--- src/rtl/bob_except_pkg.sv ---
// bob_except_pkg: shared constants, FSM state type and pointer helper for the
// retire-bundle exception store sequencer.
//   EXC_DEPTH  - bundle slots in the store
//   EXC_LANES  - lane records per bundle
//   EXC_PTR_W  - slot pointer width
//   EXC_DATA_W - record width (bit 0 = exception present)
package bob_except_pkg;

  localparam int EXC_DEPTH  = 48;
  localparam int EXC_LANES  = 10;
  localparam int EXC_PTR_W  = 6;
  localparam int EXC_DATA_W = 8;
  localparam int EXC_CNT_W  = 7;
  localparam int EXC_LANE_W = 4;

  typedef enum logic [1:0] {
    ST_IDLE    = 2'd0,
    ST_READ    = 2'd1,
    ST_PRESENT = 2'd2
  } exc_state_e;

  // Circular increment: 'last' is the highest valid slot index.
  function automatic logic [EXC_PTR_W-1:0] ptr_inc(input logic [EXC_PTR_W-1:0] p,
                                                   input logic [EXC_PTR_W-1:0] last);
    return (p == last) ? '0 : p + 1'b1;
  endfunction

endpackage

--- src/rtl/bob_except_ctl_if.sv ---
// bob_except_ctl_if: bundles the allocate, completion, store-access, retire and
// flush signals of the exception sequencer.
//   slave  - sequencer side (drives grants, store addresses, retire outputs)
//   master - surrounding pipeline / store side
interface bob_except_ctl_if
  import bob_except_pkg::*;
#(
  parameter int LANES      = EXC_LANES,
  parameter int DATA_WIDTH = EXC_DATA_W
) ();

  logic                        alloc_valid;
  logic                        alloc_ready;
  logic [EXC_PTR_W-1:0]        alloc_id;
  logic [EXC_PTR_W-1:0]        writeInit_addr;
  logic                        writeInit_wen;
  logic                        done_wen;
  logic [EXC_PTR_W-1:0]        done_id;
  logic                        read_step;
  logic [EXC_PTR_W-1:0]        read_addr;
  logic [LANES*DATA_WIDTH-1:0] rd_data;
  logic                        retire_valid;
  logic                        retire_ready;
  logic [EXC_PTR_W-1:0]        retire_id;
  logic                        exc_any;
  logic [EXC_LANE_W-1:0]       exc_lane;
  logic                        flush;
  logic [EXC_CNT_W-1:0]        count;

  modport slave (
    input  alloc_valid, done_wen, done_id, rd_data, retire_ready, flush,
    output alloc_ready, alloc_id, writeInit_addr, writeInit_wen, read_step,
           read_addr, retire_valid, retire_id, exc_any, exc_lane, count
  );

  modport master (
    output alloc_valid, done_wen, done_id, rd_data, retire_ready, flush,
    input  alloc_ready, alloc_id, writeInit_addr, writeInit_wen, read_step,
           read_addr, retire_valid, retire_id, exc_any, exc_lane, count
  );

endinterface

--- src/rtl/bob_except_prio.sv ---
// bob_except_prio: lowest-index priority encoder over the per-lane exception bits.
//   req  - one request bit per lane
//   any  - at least one request present
//   lane - index of the lowest set request, 0 when none
module bob_except_prio
  import bob_except_pkg::*;
#(
  parameter int N = EXC_LANES
) (
  input  logic [N-1:0]          req,
  output logic                  any,
  output logic [EXC_LANE_W-1:0] lane
);

  // Scan from the top down so the lowest set bit is the last to overwrite.
  always_comb begin
    any  = |req;
    lane = '0;
    for (int i = N - 1; i >= 0; i--) begin
      if (req[i]) lane = EXC_LANE_W'(i);
    end
  end

endmodule

--- src/rtl/bob_except_ctl.sv ---
// bob_except_ctl: sequencer for the banked retire-bundle exception store.
// Allocates bundle slots in circular order (issuing the store init write),
// tracks per-slot completion, and in program order reads the oldest completed
// bundle and presents it to retire with its first-exception lane.
//   clk, rst - clock and asynchronous active-low reset
//   bus      - allocate / done / store read / retire / flush signals (slave side)
module bob_except_ctl
  import bob_except_pkg::*;
#(
  parameter int DEPTH      = EXC_DEPTH,
  parameter int LANES      = EXC_LANES,
  parameter int DATA_WIDTH = EXC_DATA_W
) (
  input logic             clk,
  input logic             rst,
  bob_except_ctl_if.slave bus
);

  localparam logic [EXC_PTR_W-1:0] LAST_SLOT = EXC_PTR_W'(DEPTH - 1);

  exc_state_e            state_reg, state_next;
  logic [EXC_PTR_W-1:0]  head_reg, head_next;
  logic [EXC_PTR_W-1:0]  tail_reg, tail_next;
  logic [EXC_CNT_W-1:0]  count_reg, count_next;
  logic [DEPTH-1:0]      done_reg, done_next;
  logic                  exc_any_reg;
  logic [EXC_LANE_W-1:0] exc_lane_reg;
  logic [EXC_PTR_W-1:0]  retire_id_reg;

  logic                  alloc_ready;
  logic                  alloc_fire;
  logic                  retire_fire;
  logic                  start_read;
  logic [LANES-1:0]      exc_bits;
  logic                  prio_any;
  logic [EXC_LANE_W-1:0] prio_lane;

  // Flush takes priority over every handshake in its cycle.
  assign alloc_ready = (count_reg < EXC_CNT_W'(DEPTH)) && !bus.flush;
  assign alloc_fire  = bus.alloc_valid && alloc_ready;
  assign retire_fire = (state_reg == ST_PRESENT) && bus.retire_ready && !bus.flush;
  // Empty check guards against stale done bits at the head slot.
  assign start_read  = (state_reg == ST_IDLE) && (count_reg != '0) &&
                       done_reg[head_reg] && !bus.flush;

  // Bit 0 of every lane record is its exception flag.
  genvar gi;
  generate
    for (gi = 0; gi < LANES; gi++) begin : g_lane
      assign exc_bits[gi] = bus.rd_data[gi*DATA_WIDTH];
    end
  endgenerate

  bob_except_prio #(.N(LANES)) u_prio (
    .req  (exc_bits),
    .any  (prio_any),
    .lane (prio_lane)
  );

  // Pointer, occupancy and completion bookkeeping.
  always_comb begin
    head_next  = head_reg;
    tail_next  = tail_reg;
    count_next = count_reg;
    done_next  = done_reg;
    if (bus.done_wen) done_next[bus.done_id] = 1'b1;
    // Clears are applied after the set so a same-slot clear wins.
    if (alloc_fire) begin
      done_next[tail_reg] = 1'b0;
      tail_next           = ptr_inc(tail_reg, LAST_SLOT);
    end
    if (retire_fire) begin
      done_next[head_reg] = 1'b0;
      head_next           = ptr_inc(head_reg, LAST_SLOT);
    end
    case ({alloc_fire, retire_fire})
      2'b10:   count_next = count_reg + 1'b1;
      2'b01:   count_next = count_reg - 1'b1;
      default: count_next = count_reg;
    endcase
    if (bus.flush) begin
      head_next  = '0;
      tail_next  = '0;
      count_next = '0;
      done_next  = '0;
    end
  end

  always_ff @(posedge clk or negedge rst) begin
    if (!rst) begin
      head_reg  <= '0;
      tail_reg  <= '0;
      count_reg <= '0;
      done_reg  <= '0;
    end else begin
      head_reg  <= head_next;
      tail_reg  <= tail_next;
      count_reg <= count_next;
      done_reg  <= done_next;
    end
  end

  // Capture the scan result while the store data is valid; it stays held
  // through PRESENT regardless of what rd_data does afterwards.
  always_ff @(posedge clk or negedge rst) begin
    if (!rst) begin
      exc_any_reg   <= 1'b0;
      exc_lane_reg  <= '0;
      retire_id_reg <= '0;
    end else if (state_reg == ST_READ) begin
      exc_any_reg   <= prio_any;
      exc_lane_reg  <= prio_lane;
      retire_id_reg <= head_reg;
    end
  end

  // FSM: state register
  always_ff @(posedge clk or negedge rst) begin
    if (!rst) state_reg <= ST_IDLE;
    else      state_reg <= state_next;
  end

  // FSM: next state
  always_comb begin
    state_next = state_reg;
    case (state_reg)
      ST_IDLE:    if (start_read) state_next = ST_READ;
      ST_READ:    state_next = ST_PRESENT;
      ST_PRESENT: if (bus.retire_ready) state_next = ST_IDLE;
      default:    state_next = ST_IDLE;
    endcase
    if (bus.flush) state_next = ST_IDLE;
  end

  // FSM: outputs
  always_comb begin
    bus.read_step    = start_read;
    bus.retire_valid = (state_reg == ST_PRESENT);
  end

  assign bus.alloc_ready    = alloc_ready;
  assign bus.alloc_id       = tail_reg;
  assign bus.writeInit_addr = tail_reg;
  assign bus.writeInit_wen  = alloc_fire;
  assign bus.read_addr      = head_reg;
  assign bus.retire_id      = retire_id_reg;
  assign bus.exc_any        = exc_any_reg;
  assign bus.exc_lane       = exc_lane_reg;
  assign bus.count          = count_reg;

endmodule

--- src/flat_wrapper.sv ---
// flat-port wrapper written by rule: the top's interface ports become plain ports
module bob_except_ctl_flat import bob_except_pkg::*;
#(
  parameter int DEPTH      = EXC_DEPTH,
  parameter int LANES      = EXC_LANES,
  parameter int DATA_WIDTH = EXC_DATA_W
)
  (clk, rst, bus_alloc_valid, bus_done_wen, bus_done_id, bus_rd_data, bus_retire_ready, bus_flush, bus_alloc_ready, bus_alloc_id, bus_writeInit_addr, bus_writeInit_wen, bus_read_step, bus_read_addr, bus_retire_valid, bus_retire_id, bus_exc_any, bus_exc_lane, bus_count);
  bob_except_ctl_if #(.LANES(LANES), .DATA_WIDTH(DATA_WIDTH)) bus_i ();
  input logic clk;
  input logic rst;
  input wire logic [$bits(bus_i.alloc_valid)-1:0] bus_alloc_valid;
  input wire logic [$bits(bus_i.done_wen)-1:0] bus_done_wen;
  input wire logic [$bits(bus_i.done_id)-1:0] bus_done_id;
  input wire logic [$bits(bus_i.rd_data)-1:0] bus_rd_data;
  input wire logic [$bits(bus_i.retire_ready)-1:0] bus_retire_ready;
  input wire logic [$bits(bus_i.flush)-1:0] bus_flush;
  output wire logic [$bits(bus_i.alloc_ready)-1:0] bus_alloc_ready;
  output wire logic [$bits(bus_i.alloc_id)-1:0] bus_alloc_id;
  output wire logic [$bits(bus_i.writeInit_addr)-1:0] bus_writeInit_addr;
  output wire logic [$bits(bus_i.writeInit_wen)-1:0] bus_writeInit_wen;
  output wire logic [$bits(bus_i.read_step)-1:0] bus_read_step;
  output wire logic [$bits(bus_i.read_addr)-1:0] bus_read_addr;
  output wire logic [$bits(bus_i.retire_valid)-1:0] bus_retire_valid;
  output wire logic [$bits(bus_i.retire_id)-1:0] bus_retire_id;
  output wire logic [$bits(bus_i.exc_any)-1:0] bus_exc_any;
  output wire logic [$bits(bus_i.exc_lane)-1:0] bus_exc_lane;
  output wire logic [$bits(bus_i.count)-1:0] bus_count;
  assign bus_i.alloc_valid = bus_alloc_valid;
  assign bus_i.done_wen = bus_done_wen;
  assign bus_i.done_id = bus_done_id;
  assign bus_i.rd_data = bus_rd_data;
  assign bus_i.retire_ready = bus_retire_ready;
  assign bus_i.flush = bus_flush;
  assign bus_alloc_ready = bus_i.alloc_ready;
  assign bus_alloc_id = bus_i.alloc_id;
  assign bus_writeInit_addr = bus_i.writeInit_addr;
  assign bus_writeInit_wen = bus_i.writeInit_wen;
  assign bus_read_step = bus_i.read_step;
  assign bus_read_addr = bus_i.read_addr;
  assign bus_retire_valid = bus_i.retire_valid;
  assign bus_retire_id = bus_i.retire_id;
  assign bus_exc_any = bus_i.exc_any;
  assign bus_exc_lane = bus_i.exc_lane;
  assign bus_count = bus_i.count;
  bob_except_ctl #(.DEPTH(DEPTH), .LANES(LANES), .DATA_WIDTH(DATA_WIDTH)) u_core (.clk(clk), .rst(rst), .bus(bus_i));
endmodule
--- config.mk ---
export PLATFORM = sky130hd
export DESIGN_NAME = bob_except_ctl_flat
export DESIGN_NICKNAME = d
export VERILOG_FILES = /design/src/rtl/bob_except_pkg.sv /design/src/rtl/bob_except_ctl_if.sv /design/src/rtl/bob_except_prio.sv /design/src/rtl/bob_except_ctl.sv /design/src/flat_wrapper.sv
export SDC_FILE = /design/constraint.sdc
export NUM_CORES = 1
export LEC_CHECK = 0
export CAP_MARGIN = 20
export CORE_ASPECT_RATIO = 1.5
export CORE_MARGIN = 2
export CORE_UTILIZATION = 44
export CTS_BUF_LIST = sky130_fd_sc_hd__clkbuf_16
export DETAILED_ROUTE_END_ITERATION = 8
export GPL_TIMING_DRIVEN = 0
export PLACE_DENSITY = 0.79
export SYNTH_ARGS = -nofsm -noshare
export SYNTH_HDL_FRONTEND = slang
export SYNTH_SLANG_ARGS = --single-unit
--- constraint.sdc ---
create_clock -name clk -period 2.5 [get_ports clk]
set_input_delay 0.5 -clock clk [delete_from_list [all_inputs] [get_ports clk]]
set_output_delay 0.5 -clock clk [all_outputs]
set_load 0.02 [all_outputs]
==> out/results.tsv <==
stage	metric	value	unit
sta	Tmin final	2.76	ns
drt	Avg WL per Cell	21.8	µm
critical_path	CP Max Fanout	8	
drt	met2 routed WL	8240	µm
global_routing	initial antenna violation count	0	
logic_synthesis	Post-synth EDFFs	0	
global_routing	first-pass GRT wire length	25100	µm
critical_path	slowest stage cell, crit path	or4_1	
logic_synthesis	most used flip-flop cell after synthesis	dfrtp_1	
drt	M1 WL	6040	µm
sta	relative slew slack	0.347	
sta	setup violators final	1	
die	Die Wd	87.9	µm
die	initial core utilization	0.455	
finish	register area	2010	µm²
placed_design	Placed Cells incl. Taps	717	
logic_synthesis	synthesis-stage register bit count	80	
die	Rows	45	
die	die area	11400	µm²
logic_synthesis	Synth top area share	0.431	
sta	total negative setup slack	-0.260	ns
sta	Final Cycle Share	1.10	
finish	area of the multi-input gates	2620	µm²
clock_network	CTS tree	yes	
sta	skew final	0.00678	ns
sta	Worst-Margin Slew	0.972	ns
clock_network	H-tree depth	3	
critical_path	crit path kind	reg2out	
logic_synthesis	most numerous cell in the Yosys netlist	nor2_1	
critical_path	type of origin of the critical path	flip-flop	
global_routing	largest net degree at the start of global routing	53	
clock_network	clk_lat worst skew	0.35	ns
die	num ports	132	
placed_design	dpl hpwl	11000	µm
global_routing	total gr overflow	0	
run	max_cap viols	0	
logic_synthesis	fraction of registers with async set/reset	1.00	
finish	# fillers	842	
outcome	failing checks	setup timing	
finish	final instance area	6200	µm²
sta	Final Hold Viols	0	
logic_synthesis	area leader, netlist	dfrtp_1	
clock_network	CTS Root Buffer Type	clkbuf_16	
critical_path	Crit path largest cell delay	0.58	ns
clock_network	hold buffers post-CTS	0	
finish	final cell count without fillers	750	
critical_path	FF-to-FF Start	u_core.state_reg[0]	
power	VDD IR-drop max	0.441	mV
global_routing	vias in the first global route	4777	
logic_synthesis	count of different cell masters after synthesis	53	
drt	Residual DRC	0	
clock_network	CTS buffer count	9	
logic_synthesis	Mapped Cells	517	
drt	initial DRC count	455	
sta	post-route setup slack	-0.260	ns
critical_path	crit-path cells	clkbuf_1 > or4_1 > o41ai_2 > a31oi_2 > buf_4	
worst_hold_path	hold crit path type	in2async	
power	Power Density	510	nW/µm²
critical_path	cell family with most CP delay	simple AND/OR/NAND/NOR gates	
drt	WL final	16400	µm
critical_path	Critical Path RT	2.00	ns
critical_path	CP Capture Type	primary output	
logic_synthesis	post-synthesis average cell area	8.98	µm²
drt	Final ANT Viol Nets	0	
finish	# diodes	0	
logic_synthesis	Mapped Area	4640	µm²
die	Core ar.	10200	µm²
logic_synthesis	Seq/Total Area, Yosys	0.431	
finish	Area Growth Syn to Fin	33.5	%
drt	routed vias	4834	
finish	max reg flops	48	
clock_network	clk sink count	80	
outcome	status	finished, violations left	
sta	Pins Over Slew Limit	0	
logic_synthesis	Syn Nets	613	
critical_path	R2R Setup Slk	0.03	ns
clock_network	clock-pin transition on the worst setup and hold timing paths	0.06	ns
critical_path	FF-to-FF path depth	5	
die	chip height	130	µm
logic_synthesis	Yosys Warn Count	0	
global_routing	gr usage total	0.289	
critical_path	crit path DAT	2.26	ns
logic_synthesis	synth top area cells	dfrtp_1 (43%), a2111oi_0 (9.1%), nor2_1 (7.1%)	
placed_design	IO Port Bufs	58	
sta	unrepaired setup endpoints after global routing	true	
drt	TritonRoute pass-1 iters	5	
finish	nets@finish	700	
logic_synthesis	synth cell count leaders	nor2_1 (88), dfrtp_1 (80), a21oi_1 (61), a2111oi_0 (48), clkbuf_1 (24)	
drt	Met3 Wirelength	1260	µm
placed_design	RD Place Congestion	0.955	
critical_path	Buf/Inv on CP	2	
finish	ratio of cells with drive above 1 in the final layout	0.187	
clock_network	buffer depth of the longest clock path	2	
sta	Max Clk Rate	362	MHz
drt	Vias/cell	6.45	
placed_design	Placed Area	5440	µm²
power	Static Leakage	2.39	nW
critical_path	Critical R2R Capture	u_core.done_reg[8]	
drt	DR top layer	met4	
worst max path at each step:
stage / slack (ns) / startpoint / depth (start not counted) / end
global placement: -2.23 / rst / 1 / u_core.bus.count[5]
floorplan: -0.06 / u_core.bus.count[5] / 10 / u_core.bus.count[6]
global route: -0.32 / u_core.bus.read_addr[1] / 9 / bus_read_step
CTS: -0.19 / u_core.bus.read_addr[1] / 9 / bus_read_step
finish: -0.26 / u_core.bus.count[1] / 5 / bus_read_step
detailed placement: -0.93 / bus_flush / 7 / bus_read_step
metrics by stage:
step | hold slack [ns] | utilization | setup slack [ns] | power (mW)
after floorplan | 0.204 | - | -0.0646 | 1.48
after global placement | 0.464 | 0.531 | -2.23 | 1.62
after detailed placement | 0.461 | 0.533 | -0.929 | 1.63
after CTS | 0.101 | 0.601 | -0.192 | 3.15
after global routing | 0.125 | 0.608 | -0.324 | 3.22
final | 0.0849 | 0.608 | -0.260 | 3.16
routing by layer:
metal,vias to the layer above,GRT usage
li1,2116,-
met1,2342,0.352
met2,304,0.469
met3,72,0.0531
met4,0,0.182
met5,-,0
cells by family (layout without fill, tap and decap cells):
logic type,after synthesis,after routing,share of synthesized area
AND/OR/NAND/NOR,190,190,0.201
multiplexers,19,19,0.0434
adder cells (fa/ha/maj),4,4,0.0108
flip-flops,80,80,0.431
XOR/XNOR,9,9,0.0170
AO/OA/AOI/OAI,168,168,0.251
buffers and inverters,47,139,0.0453
area by class of cell:
| class | count | area share |
|---|---|---|
| Timing Repair Buffer | 78 | 0.127 |
| Buffer | 38 | 0.0378 |
| Inverter | 7 | 0.00485 |
| Multi-Input combinational cell | 390 | 0.423 |
| Clock inverter | 7 | 0.0192 |
| Sequential cell | 80 | 0.324 |
| Tap cell | 141 | 0.0285 |
| Clock buffer | 9 | 0.0363 |
power breakdown:
group	internal, mW	total, mW	switching (mW)
combinational	0.112	0.288	0.175
sequential	1.31	1.33	0.0218
clock	0.977	1.54	0.562
layout by cell type (no fill, tap or decap), types with 6 or more instances in the layout:
master / count
nor2_1: 84
dfrtp_1: 77
and3_1: 6
buf_4: 26
nor3_1: 7
a21oi_1: 61
a2111oi_0: 48
mux2i_1: 10
mux2_2: 8
nand3_1: 10
clkbuf_1: 17
a31oi_1: 8
o21ai_0: 9
clkbuf_16: 9
nand2b_1: 9
nand2_1: 23
nor2b_1: 7
nor3_2: 6
clkdlybuf4s50_1: 53
repair_timing:
| action | in CTS | in global routing |
|---|---|---|
| buffers inserted | 13 | 4 |
| cloned | 2 | 0 |
| pin swaps | 10 | 9 |
| resized for setup | 63 | 10 |
| endpoints found under the hold margin | 0 | 0 |
| endpoints found under the setup margin | 11 | 7 |
(Power assumes the default switching activity.)
